==> src/rtl/border_collision_multi.sv <==
// Border contact detection for several independent balls: reflects velocity on contact,
// issues one hit event per contact and keeps a saturating total of hits.
module border_collision_multi #(
    parameter int NUM_BALLS       = 4,
    parameter int POS_W           = 11,
    parameter int VEL_W           = 11,
    parameter int BALL_DIAMETER   = 32,
    parameter int TOP_OFFSET      = 32,
    parameter int DOWN_OFFSET     = 448,
    parameter int LEFT_OFFSET     = 32,
    parameter int RIGHT_OFFSET    = 608,
    parameter int DAMP_SHIFT      = 0,
    parameter int COOLDOWN_FRAMES = 2,
    parameter int CNT_W           = 16
) (
    input  logic                       clk,
    input  logic                       resetN,
    input  logic                       startOfFrame,
    input  logic [NUM_BALLS-1:0]       ballDR,
    input  logic                       bordersDR,
    input  logic [NUM_BALLS*POS_W-1:0] ballPosX,
    input  logic [NUM_BALLS*POS_W-1:0] ballPosY,
    input  logic [NUM_BALLS*VEL_W-1:0] ballVelX,
    input  logic [NUM_BALLS*VEL_W-1:0] ballVelY,
    output logic [NUM_BALLS*VEL_W-1:0] ballVelXOut,
    output logic [NUM_BALLS*VEL_W-1:0] ballVelYOut,
    output logic [NUM_BALLS-1:0]       collisionOccurred,
    output logic [CNT_W-1:0]           hitCount,
    input  logic                       clearCount
);

    localparam int CD_W = (COOLDOWN_FRAMES > 0) ? $clog2(COOLDOWN_FRAMES + 1) : 1;
    localparam int PC_W = $clog2(NUM_BALLS + 1);

    localparam logic [POS_W:0]   DIAM_E  = (POS_W+1)'(BALL_DIAMETER);
    localparam logic [POS_W:0]   TOP_E   = (POS_W+1)'(TOP_OFFSET);
    localparam logic [POS_W:0]   DOWN_E  = (POS_W+1)'(DOWN_OFFSET);
    localparam logic [POS_W:0]   LEFT_E  = (POS_W+1)'(LEFT_OFFSET);
    localparam logic [POS_W:0]   RIGHT_E = (POS_W+1)'(RIGHT_OFFSET);
    localparam logic [VEL_W-1:0] VEL_MIN = {1'b1, {(VEL_W-1){1'b0}}};
    localparam logic [VEL_W-1:0] VEL_MAX = {1'b0, {(VEL_W-1){1'b1}}};

    typedef enum logic [1:0] {ARMED, LATCHED, COOLDOWN} state_t;

    // Magnitude of the most negative velocity saturates so the reflection cannot overflow.
    function automatic logic [VEL_W-1:0] reflect(input logic signed [VEL_W-1:0] v);
        logic [VEL_W-1:0] mag;
        logic [VEL_W-1:0] kept;
        mag  = v[VEL_W-1] ? ((v == VEL_MIN) ? VEL_MAX : VEL_W'(-v)) : v;
        kept = (DAMP_SHIFT == 0) ? mag : mag - (mag >> DAMP_SHIFT);
        return v[VEL_W-1] ? kept : VEL_W'(-kept);
    endfunction

    logic [NUM_BALLS-1:0] hit;

    for (genvar i = 0; i < NUM_BALLS; i++) begin : g_ch
        logic [POS_W:0]          px, py;
        logic signed [VEL_W-1:0] vx, vy;
        logic                    contact, ref_x, ref_y;
        state_t                  state;
        logic [CD_W-1:0]         cd_cnt;
        logic [VEL_W-1:0]        vx_q, vy_q;
        logic                    hit_q;

        assign px      = {1'b0, ballPosX[i*POS_W +: POS_W]};
        assign py      = {1'b0, ballPosY[i*POS_W +: POS_W]};
        assign vx      = ballVelX[i*VEL_W +: VEL_W];
        assign vy      = ballVelY[i*VEL_W +: VEL_W];
        assign contact = ballDR[i] & bordersDR;
        assign hit[i]  = contact && (state == ARMED);

        // Position sums are one bit wider than POS_W, so the far-edge test never wraps.
        assign ref_x = ((px <= LEFT_E) && vx[VEL_W-1]) ||
                       ((px + DIAM_E >= RIGHT_E) && !vx[VEL_W-1] && (vx != '0));
        assign ref_y = ((py <= TOP_E) && vy[VEL_W-1]) ||
                       ((py + DIAM_E >= DOWN_E) && !vy[VEL_W-1] && (vy != '0));

        // NOTE: sequential state uses non-blocking assignments so every register
        // samples pre-edge values regardless of statement order.
        always_ff @(posedge clk or negedge resetN) begin
            if (!resetN) begin
                state  <= ARMED;
                cd_cnt <= '0;
                vx_q   <= '0;
                vy_q   <= '0;
                hit_q  <= 1'b0;
            end else begin
                vx_q  <= (hit[i] && ref_x) ? reflect(vx) : vx;
                vy_q  <= (hit[i] && ref_y) ? reflect(vy) : vy;
                hit_q <= hit[i];
                case (state)
                    ARMED: if (contact) state <= LATCHED;
                    LATCHED: begin
                        if (!contact) begin
                            if (COOLDOWN_FRAMES == 0) begin
                                state <= ARMED;
                            end else begin
                                state  <= COOLDOWN;
                                cd_cnt <= CD_W'(COOLDOWN_FRAMES);
                            end
                        end
                    end
                    COOLDOWN: begin
                        if (contact) begin
                            state <= LATCHED;
                        end else if (startOfFrame) begin
                            if (cd_cnt <= CD_W'(1)) begin
                                state  <= ARMED;
                                cd_cnt <= '0;
                            end else begin
                                cd_cnt <= cd_cnt - 1'b1;
                            end
                        end
                    end
                    default: state <= ARMED;
                endcase
            end
        end

        assign ballVelXOut[i*VEL_W +: VEL_W] = vx_q;
        assign ballVelYOut[i*VEL_W +: VEL_W] = vy_q;
        assign collisionOccurred[i]          = hit_q;
    end

    logic [PC_W-1:0] hits_now;
    logic [CNT_W:0]  cnt_sum;

    // NOTE: the accumulator is given a value before the loop so no latch is inferred.
    always_comb begin
        hits_now = '0;
        for (int i = 0; i < NUM_BALLS; i++) hits_now = hits_now + PC_W'(hit[i]);
    end

    assign cnt_sum = {1'b0, hitCount} + (CNT_W+1)'(hits_now);

    always_ff @(posedge clk or negedge resetN) begin
        if (!resetN)               hitCount <= '0;
        else if (clearCount)       hitCount <= '0;
        else if (cnt_sum[CNT_W])   hitCount <= '1;
        else                       hitCount <= cnt_sum[CNT_W-1:0];
    end

endmodule

==> config.mk <==
export PLATFORM = sky130hd
export DESIGN_NAME = border_collision_multi
export DESIGN_NICKNAME = d
export VERILOG_FILES = /design/src/rtl/border_collision_multi.sv
export SDC_FILE = /design/constraint.sdc
export NUM_CORES = 1
export LEC_CHECK = 0
export ABC_CLOCK_PERIOD_IN_PS = 3000
export CELL_PAD_IN_SITES_DETAIL_PLACEMENT = 1
export CELL_PAD_IN_SITES_GLOBAL_PLACEMENT = 2
export CORE_MARGIN = 3
export CORE_UTILIZATION = 25
export CTS_CLUSTER_DIAMETER = 150
export DETAILED_ROUTE_END_ITERATION = 6
export GPL_TIMING_DRIVEN = 0
export PLACE_DENSITY_LB_ADDON = 0.1
export SETUP_SLACK_MARGIN = 0.02
export SYNTH_ARGS = -nofsm -noshare
export SYNTH_HDL_FRONTEND = slang
export SYNTH_SLANG_ARGS = --single-unit
==> constraint.sdc <==
create_clock -name clk -period 3 [get_ports clk]
set_clock_uncertainty 0.2 [all_clocks]
set_input_delay 0.6 -clock clk [delete_from_list [all_inputs] [get_ports clk]]
set_output_delay 0.6 -clock clk [all_outputs]
set_load 0.01 [all_outputs]
After elaboration in Yosys (flattened, before gate mapping)
Cells that the tools add are included.

Multiplexer cells: 74. Eq/ne operators: 40. Magnitude comparators: 20. Add/subtract/negate cells: 32. Reductions and logical operators: 76. Bitwise logic cells: 4.

Operators by type and width (count): 2-to-1 mux 11 bit (32); negator 11 bit (16); adder 11 x 6 -> 12 bit, second input constant (8); equality test 11 bit, second input constant (8); less-or-equal comparator 11 x 6 -> 1 bit, second input constant (8); nonzero test 11 bit (8); 2-to-1 mux 2 bit (32); >= comparator 12 x 10 -> 1 bit, second input constant (4); >= comparator 12 x 9 -> 1 bit, second input constant (4); logical AND 1 bit (36); 2-to-1 mux 16 bit (2); != test 2 bit, second input constant (16); AND reduction 4 bit (8); != test 3 bit, second input constant (8); one-hot mux 2 bit (3 select lines) (4); adder 16 x 3 -> 17 bit (1); one-hot mux 2 bit (2 select lines) (4); equality test 2 x 1 -> 1 bit, second input constant (4); equality test 2 bit, second input constant (4); less-or-equal comparator 2 x 1 -> 1 bit, second input constant (4); logical NOT 1 bit (8); logical NOT 2 bit (4); logical OR 1 bit (8); nonzero test 2 bit (4); other kinds (5) (11).

Register bits after elaboration: 124.

Logic depth before layout (Yosys ltp)
Gate-level depths: netlist of the first run.

Depth after elaboration: 8. Gate-level depth with buffers: 14.

Least setup slack after synthesis of the first run
Ideal clock, no wire load.

Path type: input port to flip-flop. Start: in ballDR[0]. End: reg hitCount[10]. Cell stages on the path: 14. Arrival: 3101 ps. Path slack: -379 ps. Buffers on the path: 1. Cell sequence: nand2_1 nor3_2 xor2_1 ha_1 inv_1 fa_1 inv_1 fa_1 nand2_1 nor2_1 nand2_1 or3_1 clkbuf_1 a21oi_1.

Cells in the longest elaborated chain, start to end: 8.

Ends and longest elaborated chain: start: declaration (RTL line 19) `input logic [NUM_BALLS-1:0] ballDR,`; bitwise AND 1 bit (RTL line 69) `assign contact = ballDR[i] & bordersDR;`; logical AND 1 bit (RTL line 70) `assign hit[i] = contact && (state == ARMED);`; named net hit[0] (RTL line 54) `logic [NUM_BALLS-1:0] hit;`; adder 1 x 1 -> 2 bit (RTL line 131) `for (int i = 0; i < NUM_BALLS; i++) hits_now = hits_now + PC_W'(hit[i]);`; adder 2 x 1 -> 3 bit (RTL line 131); adder 3 x 1 -> 3 bit (RTL line 131); adder 16 x 3 -> 17 bit (RTL line 134) `assign cnt_sum = {1'b0, hitCount} + (CNT_W+1)'(hits_now);`; 2-to-1 mux 16 bit (RTL line 139) `else if (cnt_sum[CNT_W]) hitCount <= '1;`; 2-to-1 mux 16 bit (RTL line 138) `else if (clearCount) hitCount <= '0;`; end signal: assignment (RTL line 140) `else hitCount <= cnt_sum[CNT_W-1:0];`; end: declaration (RTL line 28) `output logic [CNT_W-1:0] hitCount,`.

The timed path passes the listed nets, and every way through them passes these cells. A chain may end at the register's enable or synchronous reset.

Worst setup path in the final report of the first run
Start: in ballVelY[24]. End: reg g_ch[2].vy_q[8].

Cells in the longest elaborated chain, start to end: 6. Elaborated cells on any way between the ends: 11. Those cells by class: 2 x add/sub; 1 x eq/ne; 4 x mux; 4 x reduce/logical.

Ends and longest elaborated chain: start: declaration (RTL line 24) `input logic [NUM_BALLS*VEL_W-1:0] ballVelY,`; negator 11 bit / equality test 11 bit (equally long branches) (RTL line 49) `mag = v[VEL_W-1] ? ((v == VEL_MIN) ? VEL_MAX : VEL_W'(-v)) : v;`; 2-to-1 mux 11 bit (2 in series) (RTL line 49); negator 11 bit (RTL line 51) `return v[VEL_W-1] ? kept : VEL_W'(-kept);`; 2-to-1 mux 11 bit (RTL line 51); 2-to-1 mux 11 bit * (RTL line 89) `vy_q <= (hit[i] && ref_y) ? reflect(vy) : vy;`; end signal: assignment (RTL line 89); end: declaration (RTL line 62) `logic [VEL_W-1:0] vx_q, vy_q;`.

Mark *: on every way between the ends. The rest lies on a longest branch, timed or not.

==> results of run 1 <==
layout make-up:
type	count	share of cell area [%]
repair buffers	335	21.0
multi-input cells	965	45.5
plain buffers	63	2.67
clock inverters	15	1.41
diodes	1	0.0166
flip-flops and latches	124	20.6
inverters	64	1.76
well taps	511	4.24
clock buffers	17	2.82
cells in the final DEF (no fill, tap or decap), drive strengths merged, types with 13 or more instances in the layout:
cell type	Yosys	final
and3	14	14
a21oi	107	107
xnor2	13	13
a31oi	22	22
ha	42	42
a211oi	13	13
nor4	30	30
mux2i	19	19
nor2	103	103
clkdlybuf4s50	0	221
buf	12	91
dlygate4sd2	0	15
dfrtp	124	124
nand2b	28	28
or4	14	14
o21ai	74	74
clkbuf	53	71
o211ai	16	16
or3	21	21
xor2	14	14
inv	64	67
nor3	61	61
nand2	116	116
nand3	42	42
o31ai	18	18
registers in the layout, indices dropped and copies added, names as in the netlist:
register	count
g_ch.cd_cnt	8
g_ch.hit_q	4
g_ch.vx_q	44
g_ch.state	8
g_ch.vy_q	44
hitCount	16
kinds of logic after synthesis:
family | Yosys count | synth area share (%)
compound gates | 358 | 24.2
flops | 124 | 31.7
mux | 27 | 2.86
fa+ha+maj | 44 | 5.78
xor+xnor | 27 | 2.42
simple gates | 509 | 27.7
buf+inv | 129 | 5.37
critical path: cells and delay by family:
family | cells | cell delay (ns)
buffers and inverters | 1 | 0.28
adder cells (fa/ha/maj) | 1 | 0.21
AO/OA/AOI/OAI | 3 | 0.54
AND/OR/NAND/NOR | 5 | 1.45
through the flow:
stage	hold WS, ns	setup TNS, ns	util (%)
after detailed placement	0.324	-87.78	35.3
after global placement	0.285	-666.74	35.2
after floorplan	0.104	-1.92	-
after global routing	0.167	-0.870	39.6
final	0.184	0	39.6
after CTS	0.184	-0.0680	38.3
where the power goes:
part / leakage, nW / total (mW) / internal, mW / switching (mW)
clock: 0.301 / 2.30 / 1.40 / 0.900
combinational: 4.19 / 1.54 / 0.752 / 0.785
sequential: 1.50 / 1.90 / 1.82 / 0.0862
total: 5.99 / 5.75 / 3.97 / 1.77
repair_timing:
| action | CTS | global route |
|---|---|---|
| gates cloned | 1 | 0 |
| hold endpoints to repair | 40 | 0 |
| endpoints found under the setup margin | 96 | 88 |
| pin swaps | 28 | 28 |
| resized for setup | 139 | 122 |
| setup buffers | 40 | 24 |
| hold buffers | 1 | 0 |
worst paths after layout:
check	start	to	slack, ns	cells past startpoint
max	ballVelY[24]	g_ch[2].vy_q[8]	0.05	10
min	ballDR[0]	g_ch[0].state[1]	0.18	2
max reg2reg	g_ch[0].state[1]	hitCount[4]	0.08	13
min reg2reg	g_ch[2].state[1]	g_ch[2].state[0]	0.27	1
max in group asynchronous	resetN	g_ch[2].vy_q[9]	1.32	3
min in group asynchronous	resetN	g_ch[2].vx_q[5]	0.46	2
routing by layer:
| layer | part of all wire [%] | vias up | wire [µm] |
|---|---|---|---|
| li1 | - | 5219 | - |
| met1 | 45 | 5140 | 17100 |
| met2 | 48 | 186 | 18000 |
| met3 | 5.5 | 24 | 2060 |
| met4 | 1.5 | 2 | 558 |
| met5 | 0.019 | - | 7 |
==> impl_metrics.json, run 1 <==
{
  "vias": 10600,
  "finalSetupViolCount": 0,
  "clkSinkCount": 124,
  "final_global_route_overflow_total": 0,
  "timing.final.crit_share_pct": 98.2,
  "yosysSeqAreaShare_pct": 31.7,
  "timing.final.crit_period_ns": 2.95,
  "worstPathMaxFanout": 5,
  "clock_tree.buffer_depth": 2,
  "gate_count_post_synth": 1218,
  "dp.cells": 1998,
  "vdd_ir_drop_max_mv": 0.407,
  "synth_area_leader_cell": "sky130_fd_sc_hd__dfrtp_1",
  "detailedPlacementHpwl_um": 28200,
  "power.leakage_nw": 5.99,
  "port_buffers": 268,
  "synth_seq_cells": 124,
  "die_width_um": 204,
  "netlist_top_cells_area": "sky130_fd_sc_hd__dfrtp_1 32%, sky130_fd_sc_hd__a21oi_1 5.4%, sky130_fd_sc_hd__ha_1 5.4%, sky130_fd_sc_hd__nand2_1 4.4%, sky130_fd_sc_hd__nor2_1 3.9%",
  "grt_max_degree": 85,
  "clkTransAtPathRegs_ns": 0.07,
  "routed_wl_um": 37700,
  "start_kind": "input port",
  "multi_input_area_um2": 6860,
  "flow.area_growth_from_synthesis_pct": 54.0,
  "synth.most_common_cell": "sky130_fd_sc_hd__dfrtp_1",
  "max-cap-violations": 0,
  "post_synth_edffs": 0,
  "die_area_um2": 41600,
  "layout.area.seq_um2": 3110,
  "timing.critical_path.mode_cell": "sky130_fd_sc_hd__nor3_2",
  "chipHeight_um": 204,
  "placement_rows": 71,
  "final_net_count": 1799,
  "synthTopCellsByCount": "124 x sky130_fd_sc_hd__dfrtp_1, 116 x sky130_fd_sc_hd__nand2_1, 106 x sky130_fd_sc_hd__a21oi_1, 102 x sky130_fd_sc_hd__nor2_1, 63 x sky130_fd_sc_hd__inv_1",
  "count_of_cell_types_in_the_netlist": 94,
  "detailedPlace.worstSlack_ns": -1.39,
  "synth-warning-count": 0,
  "drt_pass1_iterations": 4,
  "grt_util_met3_pct": 4.46,
  "synth_top_cell_area_share_pct": 31.7,
  "power.total_mw": 5.75,
  "globalRouteTotalUtil_pct": 18.0,
  "cellPowerDensity_nw_per_um2": 381,
  "n_fill_cell": 4474,
  "asyncSetResetFlopFracSynth_pct": 100,
  "syn_area_um2": 9790,
  "outcome": "finished, final reports clean",
  "ctsRootBufferMaster": "sky130_fd_sc_hd__clkbuf_16",
  "numCtsBuffers": 17,
  "design.core.area_um2": 38100,
  "grt_first_pass_wirelength_um": 60600,
  "type_of_destination_of_the_critical_path": "flip-flop",
  "slew_headroom_pct": 51.7,
  "critical-path-slowest-cell": "sky130_fd_sc_hd__or4b_4",
  "slew_worst_pin_ns": 0.719,
  "number_of_h_tree_branching_levels": 4,
  "pin_count": 293,
  "timing.hold.worst.class": "input port to flip-flop",
  "crit_arrival_ns": 3.09,
  "synth-main-ff-cell": "sky130_fd_sc_hd__dfrtp_1",
  "layout_cells_sized_above_1_pct": 19.8,
  "timing.fmax_ghz": 0.339,
  "grt_antenna_before_repair": 2,
  "cts_tree": "done",
  "design_area_um2": 15100,
  "layer_with_the_highest_usage_after_global_routing": "met2",
  "grtUsageMet1_pct": 23.2,
  "timing_hold_violations_final": 0,
  "via_count_of_the_first_global_routing_pass": 11100,
  "critical-path-max-stage-delay_ns": 0.57,
  "final_cell_count_no_fill": 2095,
  "worst-endpoint-required_ns": 3.14,
  "avgRoutedWirePerCell_um": 18.0,
  "synth_area_per_cell_um2": 8.04,
  "unrepaired_setup_endpoints_after_global_routing": "yes",
  "globalplace.congestion": 0.797,
  "worstPathCellList": "dlygate4sd2_1 > or4b_4 > nor4b_4 > or3b_4 > o21ai_1 > ha_2 > o211ai_1 > nor3_2 > a221o_1 > nor3_2",
  "avgViaCountPerCell": 5.05,
  "timing_worst_setup_path_type": "input port to flip-flop",
  "setup_slack_ns": 0.0528,
  "post-route-drc-count": 0,
  "synth_fp_nets": 1447,
  "use_met2_pct": 30.3,
  "initial_utilization_pct": 25.7,
  "insertion_delay_ns": 0.44,
  "placement.cell_area_um2": 13400,
  "route.antenna.remaining_nets": 0,
  "final_number_of_max_transition_violations": 0,
  "drt-initial-drc-count": 367
}
Power figures use the tool's default switching activity.
==> run 2, diff against run 1 <==
--- a/config.mk
+++ b/config.mk
@@ -8,12 +8,13 @@
 export ABC_CLOCK_PERIOD_IN_PS = 3000
 export CELL_PAD_IN_SITES_DETAIL_PLACEMENT = 1
 export CELL_PAD_IN_SITES_GLOBAL_PLACEMENT = 2
-export CORE_MARGIN = 3
+export CORE_MARGIN = 2
 export CORE_UTILIZATION = 25
 export CTS_CLUSTER_DIAMETER = 150
 export DETAILED_ROUTE_END_ITERATION = 6
 export GPL_TIMING_DRIVEN = 0
 export PLACE_DENSITY_LB_ADDON = 0.1
+export RECOVER_POWER = 50
 export SETUP_SLACK_MARGIN = 0.02
 export SYNTH_ARGS = -nofsm -noshare
 export SYNTH_HDL_FRONTEND = slang
==> run 2 against run 1 <==
  * Die area down 2.0%
  * Final cell count rose by 0.24%
  * First-iteration DRC count decreased by 13%
  * Sequential cell count stayed put
  * Critical endpoint is now hitCount[4]
  * Largest power group unchanged
==> impl_metrics.json, run 2 (same netlist as run 1, synthesis figures left out) <==
{
  "ff2ff_path_depth": 13,
  "mostFrequentLayoutCells": "216 x sky130_fd_sc_hd__clkdlybuf4s50_1, 120 x sky130_fd_sc_hd__dfrtp_1, 110 x sky130_fd_sc_hd__nand2_1, 99 x sky130_fd_sc_hd__nor2_1, 93 x sky130_fd_sc_hd__a21oi_1",
  "globalplace.congestion": 0.796,
  "worstPathMaxFanout": 8,
  "comb_power_share_pct": 26.2,
  "clkSinkCount": 124,
  "critical_path_cell_count": 15,
  "worst-endpoint-required_ns": 3.17,
  "netSwitchingPower_mw": 1.72,
  "critical-path-max-stage-delay_ns": 0.41,
  "power.leakage_nw": 6.05,
  "final_global_route_overflow_total": 0,
  "detailedPlacementHpwl_um": 27900,
  "post-route-drc-count": 0,
  "routed_wl_um": 37300,
  "power.total_mw": 5.81,
  "most_common_cell_after_layout_fill_and_taps_aside": "sky130_fd_sc_hd__clkdlybuf4s50_1",
  "grt_max_degree": 77,
  "n_fill_cell": 4484,
  "pwr-share-seq_pct": 32.8,
  "port_buffers": 268,
  "antenna_cells_inserted": 0,
  "use_met2_pct": 31.6,
  "holdWs_ns": 0.172,
  "vdd_ir_drop_max_mv": 0.387,
  "avgViaCountPerCell": 5.10,
  "die_area_um2": 40800,
  "avgRoutedWirePerCell_um": 17.7,
  "type_of_destination_of_the_critical_path": "flip-flop",
  "family_with_the_most_delay_on_the_worst_path": "simple AND/OR/NAND/NOR gates",
  "start_kind": "input port",
  "setup_tns_ns": 0,
  "placement_rows": 72,
  "numCtsBuffers": 17,
  "design.core.area_um2": 38600,
  "clkPwrFrac_pct": 41.0,
  "grtUsageMet1_pct": 22.2,
  "die_width_um": 202,
  "drt-initial-drc-count": 320,
  "globalRouteTotalUtil_pct": 18.2,
  "final_net_count": 1799,
  "chipHeight_um": 202,
  "outcome": "finished, final reports clean",
  "layout_cells_sized_above_1_pct": 18.6,
  "insertion_delay_ns": 0.44,
  "grt_first_pass_wirelength_um": 60200,
  "pin_count": 293,
  "finalSetupViolCount": 0,
  "cellPowerDensity_nw_per_um2": 387,
  "reg_top3": "g_ch.vx_q: 44 flops, g_ch.vy_q: 44 flops, hitCount: 16 flops",
  "final_number_of_max_transition_violations": 0,
  "route.antenna.remaining_nets": 0,
  "layer_with_the_highest_usage_after_global_routing": "met2",
  "power.switching_fraction_pct": 29.5,
  "slew_worst_pin_ns": 1.46,
  "setup.reg_to_reg.worst_slack_ns": 0.07,
  "flow.area_growth_from_synthesis_pct": 53.5,
  "unrepaired_setup_endpoints_after_global_routing": "yes",
  "drt_pass1_iterations": 4,
  "grt_antenna_before_repair": 1,
  "timing.fmax_ghz": 0.339,
  "critical-path-slowest-cell": "sky130_fd_sc_hd__or3_4",
  "timing.hold.worst.class": "input port to flip-flop",
  "worstPathCellList": "buf_4 > nand2_1 > or3_4 > inv_8 > ha_1 > inv_1 > fa_2 > inv_2 > fa_2 > nand2_2 > nor2_4 > nand2_2 > or3_4 > clkbuf_16 > a21oi_4",
  "ctsRootBufferMaster": "sky130_fd_sc_hd__clkbuf_16",
  "timing_worst_setup_path_type": "input port to flip-flop",
  "path_buf_inv": 5,
  "timing.final.crit_share_pct": 98.3,
  "crit_arrival_ns": 3.12,
  "clkTransAtPathRegs_ns": 0.07,
  "timing_hold_violations_final": 0,
  "max-cap-violations": 0,
  "via_count_of_the_first_global_routing_pass": 11300,
  "grt_util_met3_pct": 4.51,
  "vias": 10700,
  "cts_tree": "done",
  "number_of_h_tree_branching_levels": 4,
  "worstHoldPathCells": 2,
  "slew_headroom_pct": 2.44,
  "initial_utilization_pct": 25.3,
  "power_report.internal_total_mw": 4.10,
  "clock_tree.buffer_depth": 2,
  "timing.final.crit_period_ns": 2.95
}
==> run 2: changes by cell type in the layout (fill, tap and decap cells not counted), moves of 3 or more <==
cell / previous run / this run
sky130_fd_sc_hd__clkbuf_2: 12 / 18
sky130_fd_sc_hd__inv_6: 4 / 1
sky130_fd_sc_hd__dlymetal6s2s_1: 12 / 17
sky130_fd_sc_hd__clkdlybuf4s15_2: 3 / 0
sky130_fd_sc_hd__clkbuf_8: 4 / 7
sky130_fd_sc_hd__clkinv_4: 5 / 0
sky130_fd_sc_hd__nor4_1: 19 / 22
sky130_fd_sc_hd__clkdlybuf4s50_1: 221 / 216
sky130_fd_sc_hd__buf_2: 10 / 7
==> run 2: final timing paths <==
path / start / to
setup / recovery: bordersDR / hitCount[4]
hold / removal: ballDR[0] / g_ch[0].state[1]
setup reg to reg: g_ch[2].state[1] / hitCount[4]
hold reg to reg: g_ch[0].cd_cnt[0] / g_ch[0].cd_cnt[0]
max in group asynchronous: resetN / g_ch[2].vy_q[9]
min in group asynchronous: resetN / g_ch[2].vx_q[4]
==> run 2: per-stage QoR <==
stage               cells  setup slack, ns  instance area [µm²]  utilization [%]
floorplan            1218           -0.163                10100                -
global placement     2004            -4.76                13400             34.7
detailed placement   2005            -1.45                13400             34.8
CTS                  2074         -0.00221                14600             37.7
global route         2100          -0.0889                15000             38.9
finish               2100           0.0501                15000             38.9
==> run 2: layout make-up <==
cell class | count | area, µm² | area share, %
multi-input cells | 965 | 6800 | 45.2
clock buffers | 20 | 467 | 3.11
well taps | 518 | 648 | 4.31
plain buffers | 63 | 384 | 2.56
flip-flops and latches | 124 | 3110 | 20.7
repair buffers | 335 | 3170 | 21.1
inverters | 64 | 268 | 1.78
clock inverters | 11 | 190 | 1.27
==> run 2: timing repair <==
item / 4_1_cts / 5_1_grt
buffers inserted: 38 / 28
pin swaps: 29 / 42
hold buffers: 1 / 0
endpoints found under the setup margin: 98 / 78
gates cloned: 1 / 0
resized for setup: 123 / 131
hold endpoints to repair: 48 / 0
==> run 2: layer usage <==
metal	wire length (µm)	up-vias
met5	0	-
met4	721	0
met3	1940	37
met2	18000	186
met1	16600	5262
li1	-	5215
==> run 2: worst reg2reg max path: stages (launching register included) <==
cell,delay (ns)
sky130_fd_sc_hd__dfrtp_2,0.40
sky130_fd_sc_hd__or3_4,0.42
sky130_fd_sc_hd__inv_8,0.07
sky130_fd_sc_hd__ha_1,0.12
sky130_fd_sc_hd__inv_1,0.04
sky130_fd_sc_hd__fa_2,0.34
sky130_fd_sc_hd__inv_2,0.07
sky130_fd_sc_hd__fa_2,0.21
sky130_fd_sc_hd__nand2_2,0.07
sky130_fd_sc_hd__nor2_4,0.15
sky130_fd_sc_hd__nand2_2,0.08
sky130_fd_sc_hd__or3_4,0.38
sky130_fd_sc_hd__clkbuf_16,0.18
sky130_fd_sc_hd__a21oi_4,0.13
==> run 2: power groups by stage <==
stage / Clock, mW / Sequential [mW] / Combinational (mW)
6_report: 2.38 / 1.91 / 1.53
5_1_grt: 2.53 / 1.93 / 1.69
4_1_cts: 2.46 / 1.91 / 1.49
3_5_place_dp: 0 / 1.94 / 1.44
3_3_place_gp: 0 / 1.94 / 1.42
2_1_floorplan: 0 / 1.97 / 0.647
==> patch, RTL diff (settings of run 1) <==
Change the parameter `COOLDOWN_FRAMES` from 2 to 1.
--- a/src/rtl/border_collision_multi.sv
+++ b/src/rtl/border_collision_multi.sv
@@ -10,7 +10,7 @@
     parameter int LEFT_OFFSET     = 32,
     parameter int RIGHT_OFFSET    = 608,
     parameter int DAMP_SHIFT      = 0,
-    parameter int COOLDOWN_FRAMES = 2,
+    parameter int COOLDOWN_FRAMES = 1,
     parameter int CNT_W           = 16
 ) (
     input  logic                       clk,
Behaviour: not the same (Yosys sat finds a counterexample within 10 cycles, from zero or initial values and one cycle with resetN low).
==> patch against run 1 <==
  * First-iteration DRC count shrank 0.54%
  * Design area shrank 1.4%
  * Sequential power shrank 9%
  * Area after synthesis shrank 1.8%
  * Sequential cell count shrank 8
  * Worst setup slack lost 0.030 ns
  * Maximum frequency shrank 1.0%
  * Hold slack lost 0.0033 ns
  * Synthesized cell count shrank 0.99%
  * Power shrank 7.8%
  * Wire length grew 0.34%
  * Core utilization shrank 0.18 points
  * Critical endpoint is now hitCount[13]
  * Highest routed layer unchanged
==> patch: results (changes against run 1) <==
final_layout:
  final_cells: 2077  # was 2095
  finish.utilization_pct: 39.4  # was 39.6%
  layout.nets: 1781  # was 1799
  filler_cell_count: 4439  # was 4474
  drive_above_1_share_pct: 18.7  # was 19.8%
global_routing:
  grt_util_met2_pct: 30.1  # was 30.3%
  globalRouteTotalUtil_pct: 18.1  # was 18.0%
  first_global_vias: 10836  # was 11112
  gr-usage-met3_pct: 4.96  # was 4.46%
  global_route_wire_length_before_repair_um: 60000  # was 60600 µm
  grt_start_max_net_pins: 76  # was 85
synth:
  mappedNetlistNets: 1435  # was 1447
  distinct_cells_synth: 90  # was 94
  seq_area_frac_synth_pct: 30.2  # was 31.7%
  netlist_top_cells_area: "dfrtp_1 30%, ha_1 5.5%, a21oi_1 4.9%, nor2_1 4.3%, nand2_1 3.4%"  # was dfrtp_1 32%, a21oi_1 5.4%, ha_1 5.4%, nand2_1 4.4%, nor2_1 3.9%
  post_synth_xor_area_fraction_pct: 2.82  # was 2.42%
  syn_area_per_cell_um2: 7.97  # was 8.04 µm²
  compound_gate_portion_of_the_synthesized_area_pct: 24.3  # was 24.2%
  yosys-mux-area-fraction_pct: 2.47  # was 2.86%
  syn_area_um2: 9610  # was 9790 µm²
  synth_fa_ha_area_share_pct: 5.88  # was 5.78%
power_and_ir_drop:
  total_leakage_power_nw: 6.03  # was 5.99 nW
  max-vdd-ir-drop_mv: 0.396  # was 0.407 mV
  cell_internal_pwr_mw: 3.63  # was 3.97 mW
detailed_routing:
  wl_met3_um: 2000  # was 2060 µm
  first_pass_iters: 5  # was 4
  routed_via_density: 5.14  # was 5.05
  dr.first_iter.drc_count: 365  # was 367
  routed_len_inst_um: 18.2  # was 18.0 µm
  met1Wirelength_um: 17200  # was 17100 µm
  wl_met2_um: 18200  # was 18000 µm
critical_path:
  critical-path-slowest-cell: "dfrtp_1"  # was or4b_4
  cp.arrival_ns: 3.13  # was 3.09 ns
  cpLargestDelayFamily: "adder cells"  # was simple AND/OR/NAND/NOR gates
  cpPeakStageDelay_ns: 0.41  # was 0.57 ns
  setup.worst_path.start: "g_ch[0].state[0]"  # was ballVelY[24]
min_path:
  hold_wc_startpoint: "bordersDR"  # was ballDR[0]
clocking:
  cts-resized-gates: 111  # was 139
  post-cts-setup-buffer-count: 30  # was 40
place:
  instance_area_at_placement_um2: 13100  # was 13400 µm²
  placed_cells: 1986  # was 1998
  pre_cts_ws_ns: -1.44  # was -1.39 ns
  hpwl_um: 28400  # was 28200 µm
  gp_congestion: 0.809  # was 0.797
outcome:
  outcome: "finished, final reports clean"  # unchanged
sta:
  worstMarginPinSlew_ns: 0.772  # was 0.719 ns
patch: changes by cell type after synthesis, moves of 8 or more:
| cell | delta |
|---|---|
| and3_1 | +9 |
| o21ai_0 | -21 |
| o211ai_1 | -8 |
| o22ai_1 | +13 |
| nor2_1 | +8 |
| mux2i_1 | -8 |
| dfrtp_1 | -8 |
| nor4_1 | -16 |
| nand4_1 | +8 |
| o21ai_1 | +14 |
| nand2_1 | -29 |
| a21oi_1 | -12 |
| nor2b_1 | +9 |
patch: final cells by class:
class                   instances  area share, %
clock inverters                14           1.04
inverters                      66           1.83
diodes                          1         0.0168
well taps                     511           4.30
clock buffers                  18           2.95
repair buffers                330           21.6
multi-input cells             948           46.1
flip-flops and latches        116           19.5
plain buffers                  73           2.72
patch: kinds of logic (layout without fill, tap and decap cells):
logic type / after synthesis / after routing
buffers and inverters: 142 / 501
and+or+nand+nor: 502 / 502
other: 0 / 1
xor gates and xnor gates: 31 / 31
muxes: 22 / 22
DFF: 116 / 116
AOI/OAI and AO/OA: 349 / 349
adders and majority gates: 44 / 44
patch: worst paths after layout:
kind / end / slack [ns] / cells past startpoint
min in group asynchronous: g_ch[1].vy_q[6] / 0.46 / 2
max in group asynchronous: g_ch[1].vx_q[5] / 1.38 / 3
max reg2reg: hitCount[13] / 0.02 / 14
max: hitCount[13] / 0.02 / 14
min reg2reg: g_ch[3].state[0] / 0.27 / 1
min: g_ch[2].state[1] / 0.18 / 2
patch: power groups by stage:
stage | Clock [mW] | Combinational (mW) | Sequential, mW
global placement | 0 | 1.35 | 1.75
detailed placement | 0 | 1.37 | 1.75
floorplan | 0 | 0.580 | 1.80
finish | 2.11 | 1.47 | 1.72
CTS | 2.20 | 1.43 | 1.72
global route | 2.27 | 1.62 | 1.73
